## src/rtl/hazard_pkg.sv

```systemverilog
// Shared constants and the scoreboard entry type for the D-stage hazard unit.
// Entry field widths follow SB_AW/SB_TW; keep them equal to the top's REG_AW/T_W.
package hazard_pkg;

    localparam int SB_AW = 5;
    localparam int SB_TW = 2;

    localparam logic [2:0]       FWD_RF    = 3'd0;
    localparam logic [SB_TW-1:0] TUSE_NONE = '1;

    localparam logic [2:0] STG_E = 3'd1;
    localparam logic [2:0] STG_M = 3'd2;
    localparam logic [2:0] STG_W = 3'd3;

    typedef struct packed {
        logic             valid;
        logic [SB_AW-1:0] addr;
        logic [SB_TW-1:0] tnew;
    } sb_entry_t;

    // One stage of ageing: a pending result gets one cycle closer, never below zero.
    function automatic logic [SB_TW-1:0] tnew_age(input logic [SB_TW-1:0] tnew);
        return (tnew == '0) ? tnew : tnew - SB_TW'(1);
    endfunction

endpackage

```

## src/rtl/md_busy_counter.sv

```systemverilog
// Multiply/divide busy countdown: loads the unit latency on issue, counts to zero, holds.
module md_busy_counter #(
    parameter int MUL_LAT = 5,
    parameter int DIV_LAT = 10
) (
    input  logic clk,
    input  logic reset_n,
    input  logic load,
    input  logic is_div,
    output logic busy
);

    localparam int MAX_LAT = (DIV_LAT > MUL_LAT) ? DIV_LAT : MUL_LAT;
    localparam int CW      = $clog2(MAX_LAT + 1);

    logic [CW-1:0] r_cnt;

    // NOTE: sequential state is written with <= only, so every flop samples pre-edge values.
    always_ff @(posedge clk) begin
        if (!reset_n) begin
            r_cnt <= '0;
        end else if (load) begin
            r_cnt <= is_div ? CW'(DIV_LAT) : CW'(MUL_LAT);
        end else if (r_cnt != '0) begin
            r_cnt <= r_cnt - CW'(1);
        end
    end

    assign busy = (r_cnt != '0);

endmodule

```

## src/rtl/hazard_scoreboard.sv

```systemverilog
// D-stage hazard scoreboard: data stall, per-source forwarding selects, mult/div interlock.
// Optional HAZARD_STATS_EN adds free-running stall_cnt / md_stall_cnt counters.
module hazard_scoreboard
    import hazard_pkg::*;
#(
    parameter int REG_AW  = SB_AW,
    parameter int T_W     = SB_TW,
    parameter int STAGES  = 3,
    parameter int MUL_LAT = 5,
    parameter int DIV_LAT = 10
) (
    input  logic              clk,
    input  logic              reset_n,
    input  logic              d_valid,
    input  logic [REG_AW-1:0] d_rs,
    input  logic [REG_AW-1:0] d_rt,
    input  logic [T_W-1:0]    d_tuse_rs,
    input  logic [T_W-1:0]    d_tuse_rt,
    input  logic              d_wr_en,
    input  logic [REG_AW-1:0] d_wr_addr,
    input  logic [T_W-1:0]    d_tnew,
    input  logic              d_md_start,
    input  logic              d_md_is_div,
    input  logic              d_md_use,
    output logic              stall,
    output logic [2:0]        fwd_rs,
    output logic [2:0]        fwd_rt,
    output logic              md_busy
`ifdef HAZARD_STATS_EN
    ,
    output logic [31:0]       stall_cnt,
    output logic [31:0]       md_stall_cnt
`endif
);

    sb_entry_t  r_sb [1:STAGES];
    sb_entry_t  w_entry_e;
    logic       w_rs_used, w_rt_used;
    logic       w_rs_stall, w_rt_stall, w_md_stall;
    logic [2:0] w_fwd_rs, w_fwd_rt;
    logic       w_md_load;

    always_comb begin
        w_entry_e = '0;
        if (!stall && d_valid && d_wr_en && (d_wr_addr != '0)) begin
            w_entry_e = '{valid: 1'b1, addr: d_wr_addr, tnew: d_tnew};
        end
    end

    // Scoreboard memory is reset: a stale valid entry after reset would raise false stalls.
    always_ff @(posedge clk) begin
        if (!reset_n) begin
            for (int k = 1; k <= STAGES; k++) begin
                r_sb[k] <= '0;
            end
        end else begin
            r_sb[STG_E] <= w_entry_e;
            for (int k = 2; k <= STAGES; k++) begin
                r_sb[k] <= '{valid: r_sb[k-1].valid,
                             addr:  r_sb[k-1].addr,
                             tnew:  tnew_age(r_sb[k-1].tnew)};
            end
        end
    end

    assign w_rs_used = (d_tuse_rs != TUSE_NONE) && (d_rs != '0);
    assign w_rt_used = (d_tuse_rt != TUSE_NONE) && (d_rt != '0);

    // NOTE: every always_comb output gets a default first so no path infers a latch.
    // Scan oldest to youngest; later hits overwrite, so the youngest producer wins.
    always_comb begin
        w_rs_stall = 1'b0;
        w_rt_stall = 1'b0;
        w_fwd_rs   = FWD_RF;
        w_fwd_rt   = FWD_RF;
        for (int k = STAGES; k >= 1; k--) begin
            if (w_rs_used && r_sb[k].valid && (r_sb[k].addr == d_rs)) begin
                w_rs_stall = (r_sb[k].tnew > d_tuse_rs);
                w_fwd_rs   = (r_sb[k].tnew == '0) ? 3'(k) : FWD_RF;
            end
            if (w_rt_used && r_sb[k].valid && (r_sb[k].addr == d_rt)) begin
                w_rt_stall = (r_sb[k].tnew > d_tuse_rt);
                w_fwd_rt   = (r_sb[k].tnew == '0) ? 3'(k) : FWD_RF;
            end
        end
    end

    assign w_md_stall = d_md_use && md_busy;
    assign stall      = d_valid && (w_rs_stall || w_rt_stall || w_md_stall);
    assign fwd_rs     = d_valid ? w_fwd_rs : FWD_RF;
    assign fwd_rt     = d_valid ? w_fwd_rt : FWD_RF;
    assign w_md_load  = !stall && d_valid && d_md_start;

    md_busy_counter #(
        .MUL_LAT (MUL_LAT),
        .DIV_LAT (DIV_LAT)
    ) u_md_busy (
        .clk     (clk),
        .reset_n (reset_n),
        .load    (w_md_load),
        .is_div  (d_md_is_div),
        .busy    (md_busy)
    );

`ifdef HAZARD_STATS_EN
    logic [31:0] r_stall_cnt, r_md_stall_cnt;
    logic        w_md_only;

    assign w_md_only = d_valid && w_md_stall && !w_rs_stall && !w_rt_stall;

    always_ff @(posedge clk) begin
        if (!reset_n) begin
            r_stall_cnt    <= '0;
            r_md_stall_cnt <= '0;
        end else begin
            if (stall)     r_stall_cnt    <= r_stall_cnt + 32'd1;
            if (w_md_only) r_md_stall_cnt <= r_md_stall_cnt + 32'd1;
        end
    end

    assign stall_cnt    = r_stall_cnt;
    assign md_stall_cnt = r_md_stall_cnt;
`endif

endmodule

```

## config.mk

```make
export PLATFORM = sky130hd
export DESIGN_NAME = hazard_scoreboard
export DESIGN_NICKNAME = d
export VERILOG_FILES = /design/src/rtl/hazard_pkg.sv /design/src/rtl/md_busy_counter.sv /design/src/rtl/hazard_scoreboard.sv
export SDC_FILE = /design/constraint.sdc
export NUM_CORES = 1
export LEC_CHECK = 0
export CORE_MARGIN = 4
export CORE_UTILIZATION = 35
export CTS_BUF_LIST = sky130_fd_sc_hd__clkbuf_8
export DETAILED_ROUTE_END_ITERATION = 7
export GPL_ROUTABILITY_DRIVEN = 0
export SLEW_MARGIN = 20
export SYNTH_ARGS = -nofsm -noshare
export SYNTH_HDL_FRONTEND = slang
export SYNTH_SLANG_ARGS = --single-unit
```

## constraint.sdc

```tcl
create_clock -name clk -period 3.04 [get_ports clk]
set_clock_uncertainty 0.2 [all_clocks]
set_input_delay 0.76 -clock clk [delete_from_list [all_inputs] [get_ports clk]]
set_output_delay 0.76 -clock clk [all_outputs]
set_load 0.02 [all_outputs]
```

; ---- Word level (Yosys, flattened, before mapping)
; Memory sizes are Yosys's and may differ from the RTL's.
; Index checks and enable logic that the tools add are counted.
[word_totals]
ff_bits = 4
latchBits = 0
ram_bits = 24
romBits = 0
in_bits = 28
out_inout_bits = 8
wordCells = 81
mem_count = 1
[classes]
addsub = 3
n_mul = 0
n_div = 0
n_lt_le_gt_ge = 6
eq_ne = 8
n_shift = 0
n_mux = 28
bitwise_logic = 3
n_reduce_logical = 31
[mem_list]
columns = name, depth, width, rd, rd_ports_with_merged_regs, wr, line
row1 = r_sb, 3, 8, 3, 0, 3, hazard_scoreboard.sv:36  ; sb_entry_t r_sb [1:STAGES];
[op_table]
columns = cell, n
row1 = 8-bit 2-to-1 mux, 4
row2 = 5-bit equality test, 6
row3 = 1-bit logical AND, 20
row4 = 3-bit 2-to-1 mux, 6
row5 = 5-bit nonzero test, 3
row6 = 2-bit greater-than comparator, 6
row7 = 2-bit 2-to-1 mux, 6
row8 = 4-bit 2-to-1 mux, 3
row9 = 1-bit 2-to-1 mux, 9
row10 = 2-bit zero test, 3
row11 = "2-bit != test, second input constant", 2
row12 = 4-bit nonzero test, 1
row13 = "2-bit by 1-bit subtractor with 2-bit output, second input constant", 2
row14 = "4-bit by 1-bit subtractor with 4-bit output, second input constant", 1
row15 = 1-bit OR, 3
row16 = 1-bit logical OR, 2
row17 = 2-bit nonzero test, 1
row18 = 1-bit zero test, 1

; ---- Logic depth before layout (Yosys ltp)
; Gate-level depths: netlist of run 1.
[logic_depth]
ltp_word = 16
mapped_depth = 9
mapped_depth_nobuf = 9

; ---- By module
; A second synthesis of run 1 with hierarchy kept.
[unflattened]
hier_cells = 206
hier_area_um2 = 1791.7
[modules_own_cells]
columns = mod, n_inst, cells_per_inst, area_per_inst_um2, seq_area_each_um2
row1 = hazard_scoreboard, 1, 175, 1541.5, 480.5
row2 = md_busy_counter, 1, 31, 250.2, 80.1

; ---- Worst setup path before layout of run 1
; OpenSTA, ideal clock, no wires.
[synth_timing]
kind = input -> output
from = input d_rt[3]
to = output stall
arrival_ns = 2.440
required_time_ns = 2.080
setup_slack_ns = -0.360
stages = 6
path_buffers = 0
path_cell_list = or4_1 o21ai_2 nor3_1 a2111o_1 a21oi_4 o21a_1
[synth_via]
elab_chain_cells = 10
elab_cells_between_ends = 17
cone_classes = eq/ne: 3 / mux: 3 / reduce/logical: 11
[synth_lines]
columns = item, line
row1 = start: declaration, hazard_scoreboard.sv:16  ; input logic [REG_AW-1:0] d_rt,
row2 = 5-bit nonzero test, hazard_scoreboard.sv:67  ; assign w_rt_used = (d_tuse_rt != TUSE_NONE) && (d_rt != '0);
row3 = 1-bit logical AND, hazard_scoreboard.sv:67
row4 = 1-bit logical AND (2 in series), hazard_scoreboard.sv:81  ; if (w_rt_used && r_sb[k].valid && (r_sb[k].addr == d_rt)) begin
row5 = 1-bit 2-to-1 mux (2 in series), hazard_scoreboard.sv:81
row6 = 1-bit 2-to-1 mux *, hazard_scoreboard.sv:81
row7 = 1-bit logical OR * (2 in series), hazard_scoreboard.sv:89  ; assign stall = d_valid && (w_rs_stall || w_rt_stall || w_md_stall);
row8 = 1-bit logical AND *, hazard_scoreboard.sv:89
row9 = end: declaration, hazard_scoreboard.sv:25  ; output logic stall,
; Mark *: on every way between the ends. The rest lies on a longest branch, timed or not.

; ---- Worst setup path in the final report of run 1
[layout_timing]
from = input d_rs[3]
to = output stall
[layout_via]
elab_chain_cells = 10
elab_cells_between_ends = 17
cone_classes = eq/ne: 3 / mux: 3 / reduce/logical: 11
[layout_lines]
columns = item, line
row1 = start: declaration, hazard_scoreboard.sv:15  ; input logic [REG_AW-1:0] d_rs,
row2 = 5-bit nonzero test, hazard_scoreboard.sv:66  ; assign w_rs_used = (d_tuse_rs != TUSE_NONE) && (d_rs != '0);
row3 = 1-bit logical AND, hazard_scoreboard.sv:66
row4 = 1-bit logical AND (2 in series), hazard_scoreboard.sv:77  ; if (w_rs_used && r_sb[k].valid && (r_sb[k].addr == d_rs)) begin
row5 = 1-bit 2-to-1 mux (2 in series), hazard_scoreboard.sv:77
row6 = 1-bit 2-to-1 mux *, hazard_scoreboard.sv:77
row7 = 1-bit logical OR * (2 in series), hazard_scoreboard.sv:89
row8 = 1-bit logical AND *, hazard_scoreboard.sv:89
; Marks and branches as above.

==> impl_metrics.tcl, run 1 <==
set metrics [dict create \
    max_freq_mhz 281.7 \
    regToRegStartpoint "u_md_busy.r_cnt[1]$_SDFFE_PN0P_" \
    holdWs_ns 0.2469 \
    dpl.hpwl_um 3339 \
    hp-class "flop to flop" \
    clkLatencyLatePin_ns 0.27 \
    wl_per_cell_um 12.20 \
    drive_above_1_share 0.3243 \
    avgSynthCellArea_um2 9.237 \
    dr.pass1.iters 4 \
    min_period_ns 3.549 \
    violations "setup timing" \
    drt-initial-drc-count 46 \
    synth_cells 191 \
    clock-sinks 28 \
    cp_max_fo 3 \
    min_from "r_sb[0][8]$_SDFF_PN0_" \
    total_power_mw 1.140 \
    holdPathStages 1 \
    drc_errors 0 \
    cp-start-kind "primary input" \
    hold_viol 0 \
    setup_viol 9 \
    r2r_end "u_md_busy.r_cnt[0]$_SDFFE_PN0P_" \
    finalCritPeriodShare 1.168 \
    ctsRootBufferMaster "clkbuf_8" \
    syn_area_mm2 0.001764 \
    vdd_ir_drop_max_mv 0.4103 \
    synth_fa_ha_area_frac 0.09929 \
    overflow 0 \
    cts.htree.levels 1 \
    nets 302 \
    vias 1483 \
    synth_top_family_by_area "simple AND/OR/NAND/NOR gates" \
    synth.distinct_cells 39 \
    status "finished, violations left" \
    synth-simple-area-share 0.2667 \
    cts_tree "yes" \
    initial_core_util 0.3662 \
    numPortBuffers 33 \
    vias_per_cell 4.549 \
    wirelength_um 3977 \
    r2r_cells 11 \
    timing.final.ws_setup_ns -0.5093 \
    final_cell_mix "33 x buf_4, 28 x dfxtp_1, 23 x xnor2_1" \
    leakagePower_nw 1.092 \
    max-cap-violations 0 \
    grt_antenna_before_repair 0 \
    core_mm2 0.004817 \
    cts-hold-fix-buffers 0 \
    yosys_warnings 0 \
    num_antenna_cells 0 \
    grt_start_max_net_pins 22 \
    clkTransAtPathRegs_ns 0.09 \
    areaGrowthSynthToFinish_pct 49.15 \
    grt.total_usage 0.1369 \
    die_x_um 79.00 \
    r2r_setup_slack_ns 0.50 \
    synth_compound_area_frac 0.08298 \
    clockBufferDepth 2 \
    ys_seq_area_frac 0.3177 \
    grt_first_pass_wirelength_um 6755 \
    path_class "primary input to primary output" \
    final_common_cell "buf_4" \
    ios 36 \
    min_to "r_sb[0][16]$_SDFF_PN0_" \
    slew_viol_final 0 \
    dieArea_mm2 0.006240 \
    critPathRequiredTime_ns 2.08 \
    end_kind "primary output" \
    power.density_mw_per_mm2 433.4 \
    die-height_um 79.00 \
    postRouteAntennaNets 0 \
    grt_pass1_vias 1479 \
    synthMuxAreaShare 0.03404 \
    crit_arrival_ns 2.59 \
    rsz0062_at_grt "true" \
    cts_made_buffers 3 \
    ys_ff_latch 28 \
    rows 25 \
    synth-xor-area-share 0.1589 \
]
==> per-layer routing <==
metal  wire [µm]  GRT usage
met5           0          0
met2        1816     0.2155
met1        1986     0.1934
met4          22    0.03093
met3         152    0.02608
==> power breakdown <==
| group | switching (mW) | internal, mW |
|---|---|---|
| Clock | 0.115 | 0.176 |
| Sequential | 0.0229 | 0.398 |
| Combinational | 0.190 | 0.238 |
| Total | 0.328 | 0.812 |
==> sequential cells by signal, summed over array words and instances (netlist names) <==
name	count
u_md_busy.r_cnt	4
r_sb	24
==> Yosys cell counts <==
master,number,area (µm²)
inv_1,12,45.04
and3_1,2,12.51
nand3b_1,1,7.510
nor3b_1,3,22.52
nor3_4,2,32.53
a21o_1,1,7.510
nand4_1,4,25.02
a2111o_1,1,11.26
conb_1,1,3.750
a21oi_1,9,45.04
and2_1,19,118.9
nand2_1,15,56.30
or3_1,1,6.260
nand3_1,1,5.000
nand2b_1,1,6.260
nor2_1,4,15.01
xor2_1,9,78.83
a221oi_2,1,15.01
nor3_2,2,20.02
or4_1,3,22.52
o2111ai_1,1,8.760
nor2b_1,4,25.02
mux2i_1,6,60.06
o21ai_0,2,10.01
buf_4,2,15.01
a21oi_4,1,16.27
o21a_1,1,7.510
ha_1,14,175.2
and2b_2,1,8.760
clkbuf_1,2,7.510
dfxtp_1,28,560.5
xnor2_1,23,201.4
or4_4,1,11.26
nand4b_1,2,17.52
o211ai_1,1,7.510
nor4_1,4,25.02
o21ai_2,2,17.52
nand3_4,1,17.52
nor3_1,3,15.01
==> kinds of logic after synthesis <==
logic type                 after synthesis
AOI/OAI and AO/OA                       20
xor gates and xnor gates                32
adders and majority gates               14
buffers and inverters                   16
DFF                                     28
muxes                                    6
other                                    1
and+or+nand+nor                         74
==> how the worst max path moves through the flow <==
stage | from | slack [ns] | depth (start not counted) | endpoint
after floorplan | d_rs[1] | -0.28 | 6 | stall
after global placement | d_rs[1] | -1.28 | 8 | stall
after detailed placement | d_rs[1] | -1.30 | 8 | stall
after CTS | d_rs[3] | -0.51 | 8 | stall
after global routing | d_rs[3] | -0.55 | 8 | stall
final | d_rs[3] | -0.51 | 8 | stall
==> layout make-up <==
cell class | instances | area [µm²]
clock buffers | 3 | 41.29
repair buffers | 67 | 576.8
fillers | 471 | 2186
flip-flops and latches | 28 | 560.5
well taps | 67 | 83.83
clock inverters | 1 | 30.03
multi-input cells | 148 | 1294
inverters | 12 | 45.04
==> worst max-delay path, cell delays in order <==
cell	delay [ns]
buf_6	0.09
or4_4	0.54
o21ai_4	0.22
nor3_4	0.09
or4_4	0.56
nand3_4	0.10
o21a_4	0.12
buf_6	0.11
==> through the flow <==
step	cell area (µm²)	instances	utilization	TNS (ns)	worst slack, ns
2_1_floorplan	1836	192	-	-0.7809	-0.2847
3_3_place_gp	2445	317	0.5075	-10.44	-1.281
3_5_place_dp	2445	317	0.5075	-10.68	-1.302
4_1_cts	2577	325	0.5351	-1.868	-0.5143
5_1_grt	2631	326	0.5462	-2.863	-0.5543
6_report	2631	326	0.5462	-1.606	-0.5093
==> repair_timing <==
action / in CTS / in global routing
resized for setup: 82 / 13
setup buffers: 4 / 1
pin swaps: 19 / 6
endpoints found under the setup margin: 16 / 9
(Power assumes the default switching activity.)
==> run 2: changes to the inputs <==
--- a/config.mk
+++ b/config.mk
@@ -5,10 +5,12 @@
 export SDC_FILE = /design/constraint.sdc
 export NUM_CORES = 1
 export LEC_CHECK = 0
+export ABC_AREA = 1
 export CORE_MARGIN = 4
 export CORE_UTILIZATION = 35
 export CTS_BUF_LIST = sky130_fd_sc_hd__clkbuf_8
 export DETAILED_ROUTE_END_ITERATION = 7
+export DONT_BUFFER_PORTS = 1
 export GPL_ROUTABILITY_DRIVEN = 0
 export SLEW_MARGIN = 20
 export SYNTH_ARGS = -nofsm -noshare
==> constraint.sdc (replaced) <==
create_clock -name clk -period 2.9 [get_ports clk]
set_clock_uncertainty 0.2 [all_clocks]
set_input_delay 0.725 -clock clk [delete_from_list [all_inputs] [get_ports clk]]
set_output_delay 0.725 -clock clk [all_outputs]
set_load 0.02 [all_outputs]
==> run 2 against run 1 <==
  * The run now ends clean
  * Global-route usage grew 0.51 points
  * Largest cell class unchanged
  * Flip-flop and latch count is the same
  * Clock-buffer cell count grew 1
  * Synthesized area grew 7.9%
  * Register-to-register slack gained 0.38 ns
  * Die area grew 7.1%
  * Cell area shrank 21%
  * Core utilization shrank 15 points
  * Combinational power shrank 19%
  * Worst setup slack gained 0.61 ns
==> impl_metrics.tcl, run 2 <==
set metrics [dict create \
    status "finished, final reports clean" \
    dr.pass1.iters 4 \
    num_antenna_cells 0 \
    synth-xor-area-share 0.06899 \
    dieArea_mm2 0.006685 \
    clockBufferDepth 2 \
    leakagePower_nw 1.068 \
    async_flop_share 0 \
    finalCritPeriodShare 0.9637 \
    syn_area_mm2 0.001904 \
    cp_common_cell "nand2_1" \
    synth_fa_ha_area_frac 0.09198 \
    ys_ff_latch 28 \
    rsz0062_at_grt "true" \
    setup_viol 0 \
    vdd_ir_drop_max_mv 0.4266 \
    avgSynthCellArea_um2 6.390 \
    end_kind "primary output" \
    r2r_setup_slack_ns 0.88 \
    yosysTopAreaCellShare 0.2943 \
    die_x_um 81.76 \
    cts_tree "yes" \
    cts_setup_buffers 0 \
    drt-initial-drc-count 53 \
    drc_errors 0 \
    synth-main-ff-cell "dfxtp_1" \
    die-height_um 81.76 \
    synth.distinct_cells 24 \
    clkLatencyLatePin_ns 0.28 \
    nets 347 \
    synth-simple-area-share 0.3213 \
    cts_made_buffers 3 \
    yosysTopAreaCell "dfxtp_1" \
    dp_slack_ns 0.06211 \
    cp_max_fo 3 \
    cp-start-kind "primary input" \
    grt_first_pass_wirelength_um 7438 \
    grt_pass1_vias 1641 \
    ys_seq_area_frac 0.2943 \
    p_comb_frac 0.332 \
    synth-edff-count 0 \
    ios 36 \
    rows 26 \
    synthMuxAreaShare 0 \
    min_period_ns 2.795 \
    ys_top_cells_by_area "dfxtp_1 29%, nand2_1 15%, inv_1 11%" \
    internal-power_mw 0.6805 \
    top_register "r_sb" \
    path_class "primary input to primary output" \
    p_switching_mw 0.3663 \
    slew_viol_final 0 \
    yosysMostFrequentCell "nand2_1" \
    seq_power_share 0.431 \
    clock-sinks 28 \
    drive_above_1_share 0.09211 \
    reg.largest.list "r_sb: 24 flops, u_md_busy.r_cnt: 4 flops" \
    synth_cells 298 \
    grt.total_usage 0.1420 \
    core_mm2 0.005205 \
    largest_reg_flops 24 \
    grt_antenna_before_repair 0 \
    cpMaxStageDelayCell "ha_1" \
    place_inst 370 \
    total_power_mw 1.047 \
    initial_core_util 0.3659 \
    numPortBuffers 0 \
    timing.final.ws_setup_ns 0.1053 \
    synth_commonest_cells "76 x nand2_1, 58 x inv_1, 32 x nor2_1" \
    yosys_warnings 0 \
    overflow 0 \
    grt_start_max_net_pins 16 \
    p_sw_frac 0.3499 \
    vias_per_cell 4.529 \
    max-cap-violations 0 \
    postRouteAntennaNets 0 \
    power.density_mw_per_mm2 502.8 \
    wl_per_cell_um 11.53 \
    setup_tns_ns 0 \
    vias 1694 \
    wirelength_um 4314 \
    clkTransAtPathRegs_ns 0.10 \
    clkPwrFrac 0.237 \
    synth_top_family_by_area "simple AND/OR/NAND/NOR gates" \
    hp-class "flop to flop" \
    max_freq_mhz 357.8 \
    synth_compound_area_frac 0.08739 \
    ctsRootBufferMaster "clkbuf_8" \
    critical_path.cell_chain "inv_1 -> ha_1 -> a21oi_2 -> a21oi_1 -> nand4_1 -> nand2_1 -> nor2_1 -> nand2_1 -> o21ai_2 -> inv_2" \
    max_stage_delay_ns 0.32 \
    final_common_cell "nand2_1" \
    hold_viol 0 \
    crit_arrival_ns 1.87 \
    critPathRequiredTime_ns 1.98 \
    cts.htree.levels 1 \
    dpl.hpwl_um 3623 \
    areaGrowthSynthToFinish_pct 9.330 \
    fin_cells 374 \
    final_cell_mix "76 x nand2_1, 57 x inv_1, 29 x nor2_1" \
]
[run 2: routing by layer]
metal  global-route usage  routed length [µm]  vias to the layer above
met5                    0                   0                        -
met4              0.03987                  40                        0
met3              0.02303                 234                        2
met2               0.2326                1966                       32
met1               0.1915                2073                      732
li1                     -                   -                      928
[run 2: final timing paths]
path / start / to / cells after the start
setup reg to reg: r_sb[0][9]$_SDFF_PN0_ / r_sb[0][14]$_SDFF_PN0_ / 12
hold / removal: r_sb[0][23]$_SDFF_PN0_ / r_sb[0][31]$_SDFF_PN0_ / 2
setup / recovery: d_tuse_rs[1] / stall / 10
hold reg to reg: r_sb[0][23]$_SDFF_PN0_ / r_sb[0][31]$_SDFF_PN0_ / 2
[run 2: layout make-up]
cell class / instances / area (µm²)
Clock buffer: 4 / 55.05
Inverter: 63 / 236.5
Timing Repair Buffer: 4 / 30.03
Tap cell: 70 / 87.58
Multi-Input combinational cell: 205 / 1112
Fill cell: 568 / 3123
Sequential cell: 28 / 560.5
[run 2: worst max-delay path: cells and delay by family]
family	cells	cell delay, ns
adders and majority gates	1	0.32
and+or+nand+nor	4	0.37
AOI/OAI and AO/OA	3	0.32
buffers and inverters	2	0.13
[run 2: kinds of logic after synthesis]
kind of cell	after synthesis
other	1
DFF	28
and+or+nand+nor	142
buffers and inverters	66
AOI/OAI and AO/OA	32
adders and majority gates	14
xor gates and xnor gates	15
[run 2: repair_timing]
item	in CTS	in global routing
endpoints found under the setup margin	0	3
gates resized for setup	0	8
hold buffers	0	0
[run 2: metrics by stage]
stage / util / hold WS, ns / cell area (µm²)
after floorplan: - / 0.2013 / 1908
after global routing: 0.4000 / 0.2742 / 2082
after CTS: 0.3962 / 0.2518 / 2062
after global placement: 0.3856 / 0.2396 / 2007
final: 0.4000 / 0.2468 / 2082
after detailed placement: 0.3856 / 0.2399 / 2007
[run 2: power groups by stage]
| stage | clock network (mW) | logic (mW) | registers, mW |
|---|---|---|---|
| after floorplan | 0 | 0.297 | 0.453 |
| after global placement | 0 | 0.339 | 0.460 |
| after detailed placement | 0 | 0.343 | 0.460 |
| after CTS | 0.255 | 0.345 | 0.451 |
| after global routing | 0.266 | 0.410 | 0.456 |
| final | 0.248 | 0.347 | 0.452 |
==> run 3: changes to the inputs <==
--- a/config.mk
+++ b/config.mk
@@ -7,12 +7,14 @@
 export LEC_CHECK = 0
 export ABC_AREA = 1
 export CORE_MARGIN = 4
-export CORE_UTILIZATION = 35
+export CORE_UTILIZATION = 59
 export CTS_BUF_LIST = sky130_fd_sc_hd__clkbuf_8
 export DETAILED_ROUTE_END_ITERATION = 7
 export DONT_BUFFER_PORTS = 1
 export GPL_ROUTABILITY_DRIVEN = 0
+export PLACE_DENSITY = 0.78
 export SLEW_MARGIN = 20
 export SYNTH_ARGS = -nofsm -noshare
 export SYNTH_HDL_FRONTEND = slang
 export SYNTH_SLANG_ARGS = --single-unit
+export TNS_END_PERCENT = 1
==> run 3 against run 2 <==
  * Flip-flop and latch count unchanged
  * Sequential power about the same
  * Power increased by 5.5%
  * Clock-buffer cell count decreased by 1
  * Register-to-register slack got worse by 0.02 ns
  * Critical endpoint unchanged
  * Highest routed layer unchanged
==> impl_metrics.tcl, run 3 (synthesis results as in run 2) <==
set metrics [dict create \
    grt_start_max_net_pins 17 \
    holdWs_ns 0.2384 \
    holdPathStages 1 \
    timing.final.ws_setup_ns 0.1056 \
    max_stage_delay_ns 0.29 \
    rows 20 \
    r2r_end "r_sb[0][9]$_SDFF_PN0_" \
    max_freq_mhz 357.9 \
    rsz0062_at_grt "true" \
    path_class "primary input to primary output" \
    seq_power_share 0.410 \
    initial_core_util 0.6187 \
    setup_tns_ns 0 \
    grt_first_pass_wirelength_um 6837 \
    power.density_mw_per_mm2 531.9 \
    critical_path.cell_chain "inv_1 -> ha_1 -> a21oi_1 -> a21oi_1 -> nand4_1 -> a21oi_2 -> o21ai_2 -> inv_2" \
    areaGrowthSynthToFinish_pct 9.001 \
    largest_reg_flops 24 \
    wirelength_um 4005 \
    num_antenna_cells 0 \
    end_kind "primary output" \
    vias_per_cell 4.997 \
    reg.largest.list "r_sb: 24 flops, u_md_busy.r_cnt: 4 flops" \
    hp-class "flop to flop" \
    finalCritPeriodShare 0.9636 \
    crit_family "compound AO/OA/AOI/OAI gates" \
    cpMaxStageDelayCell "ha_1" \
    p_switching_mw 0.3592 \
    vdd_ir_drop_max_mv 0.4545 \
    setup_viol 0 \
    clockBufferDepth 2 \
    drive_above_1_share 0.08852 \
    cp_max_fo 3 \
    ios 36 \
    r2r_setup_slack_ns 0.86 \
    hold_viol 0 \
    max-cap-violations 0 \
    clkPwrFrac 0.274 \
    ctsRootBufferMaster "clkbuf_8" \
    min_to "r_sb[0][16]$_SDFF_PN0_" \
    vias 1744 \
    grt_antenna_before_repair 0 \
    cts_tree "yes" \
    min_from "r_sb[0][8]$_SDFF_PN0_" \
    final_common_cell "nand2_1" \
    min_period_ns 2.794 \
    nets 348 \
    p_comb_frac 0.316 \
    worst-path-buf-inv 2 \
    grt.total_usage 0.2076 \
    status "finished, final reports clean" \
    numPortBuffers 0 \
    clkTransAtPathRegs_ns 0.09 \
    cp-start-kind "primary input" \
    p_sw_frac 0.3254 \
    drc_errors 0 \
    die_x_um 64.81 \
    cts-hold-fix-buffers 0 \
    die-height_um 64.81 \
    top_register "r_sb" \
    cp_common_cell "a21oi_1" \
    dieArea_mm2 0.004200 \
    crit_arrival_ns 1.87 \
    dp_slack_ns 0.04409 \
    internal-power_mw 0.7448 \
    cts.htree.levels 1 \
    postRouteAntennaNets 0 \
    clock-sinks 28 \
    clkLatencyLatePin_ns 0.27 \
    dpl.hpwl_um 3332 \
    overflow 0 \
    final_cell_mix "76 x nand2_1, 57 x inv_1, 31 x nor2_1" \
    regToRegStartpoint "r_sb[0][9]$_SDFF_PN0_" \
    dr.pass1.iters 4 \
    grt_pass1_vias 1610 \
    drt-initial-drc-count 79 \
    leakagePower_nw 1.076 \
    core_mm2 0.003078 \
    r2r_cells 12 \
    cts_made_buffers 3 \
    total_power_mw 1.104 \
    critPathRequiredTime_ns 1.98 \
    wl_per_cell_um 11.48 \
    slew_viol_final 0 \
]
[run 3: final cells by class]
class	instances	area (µm²)
inverters	63	236.5
clock buffers	3	41.29
flip-flops and latches	28	560.5
clock inverters	1	30.03
multi-input cells	205	1115
well taps	44	55.05
fillers	292	1002
repair buffers	5	37.54
[run 3: power groups by stage]
stage,clock network [mW],logic (mW),registers (mW)
finish,0.303,0.349,0.453
global route,0.332,0.409,0.459
CTS,0.311,0.345,0.452
detailed placement,0,0.341,0.461
global placement,0,0.335,0.460
floorplan,0,0.297,0.453
[run 3: worst max path at each step]
stage | endpoint | start | slack [ns] | depth (start not counted)
after detailed placement | stall | d_tuse_rs[1] | 0.04 | 10
after global routing | stall | d_tuse_rt[1] | -0.01 | 10
final | stall | d_tuse_rs[1] | 0.11 | 8
after floorplan | fwd_rs[1] | d_rs[1] | 0.16 | 9
after global placement | stall | d_tuse_rs[1] | 0.03 | 10
after CTS | stall | d_tuse_rs[1] | 0.03 | 8
[run 3: repair_timing]
item,4_1_cts,5_1_grt
buffers inserted,0,0
gates resized for setup,0,6
setup endpoints to repair,0,2
[run 3: metrics by stage]
step           instance area [µm²]    util  instances
6_report                      2076  0.6744        349
2_1_floorplan                 1908       -        299
3_5_place_dp                  1982  0.6439        345
4_1_cts                       2053  0.6671        349
5_1_grt                       2076  0.6744        349
3_3_place_gp                  1982  0.6439        345
[run 3: worst register-to-register path: stages (launching register included)]
cell and delay [ns]:
dfxtp_1 0.43, ha_1 0.28, a21oi_1 0.14, a21oi_1 0.05
nand4_1 0.11, nand2_1 0.06, nor2_1 0.08, nand2_1 0.09
nor2_2 0.11, nand2_1 0.07, nor2_2 0.12, nand3_4 0.12
nor2_1 0.11
[run 3: routing by layer]
metal | GRT usage | routed length, µm
met5 | 0 | 0
met4 | 0.09235 | 96
met3 | 0.02600 | 277
met2 | 0.3359 | 1770
met1 | 0.2748 | 1860
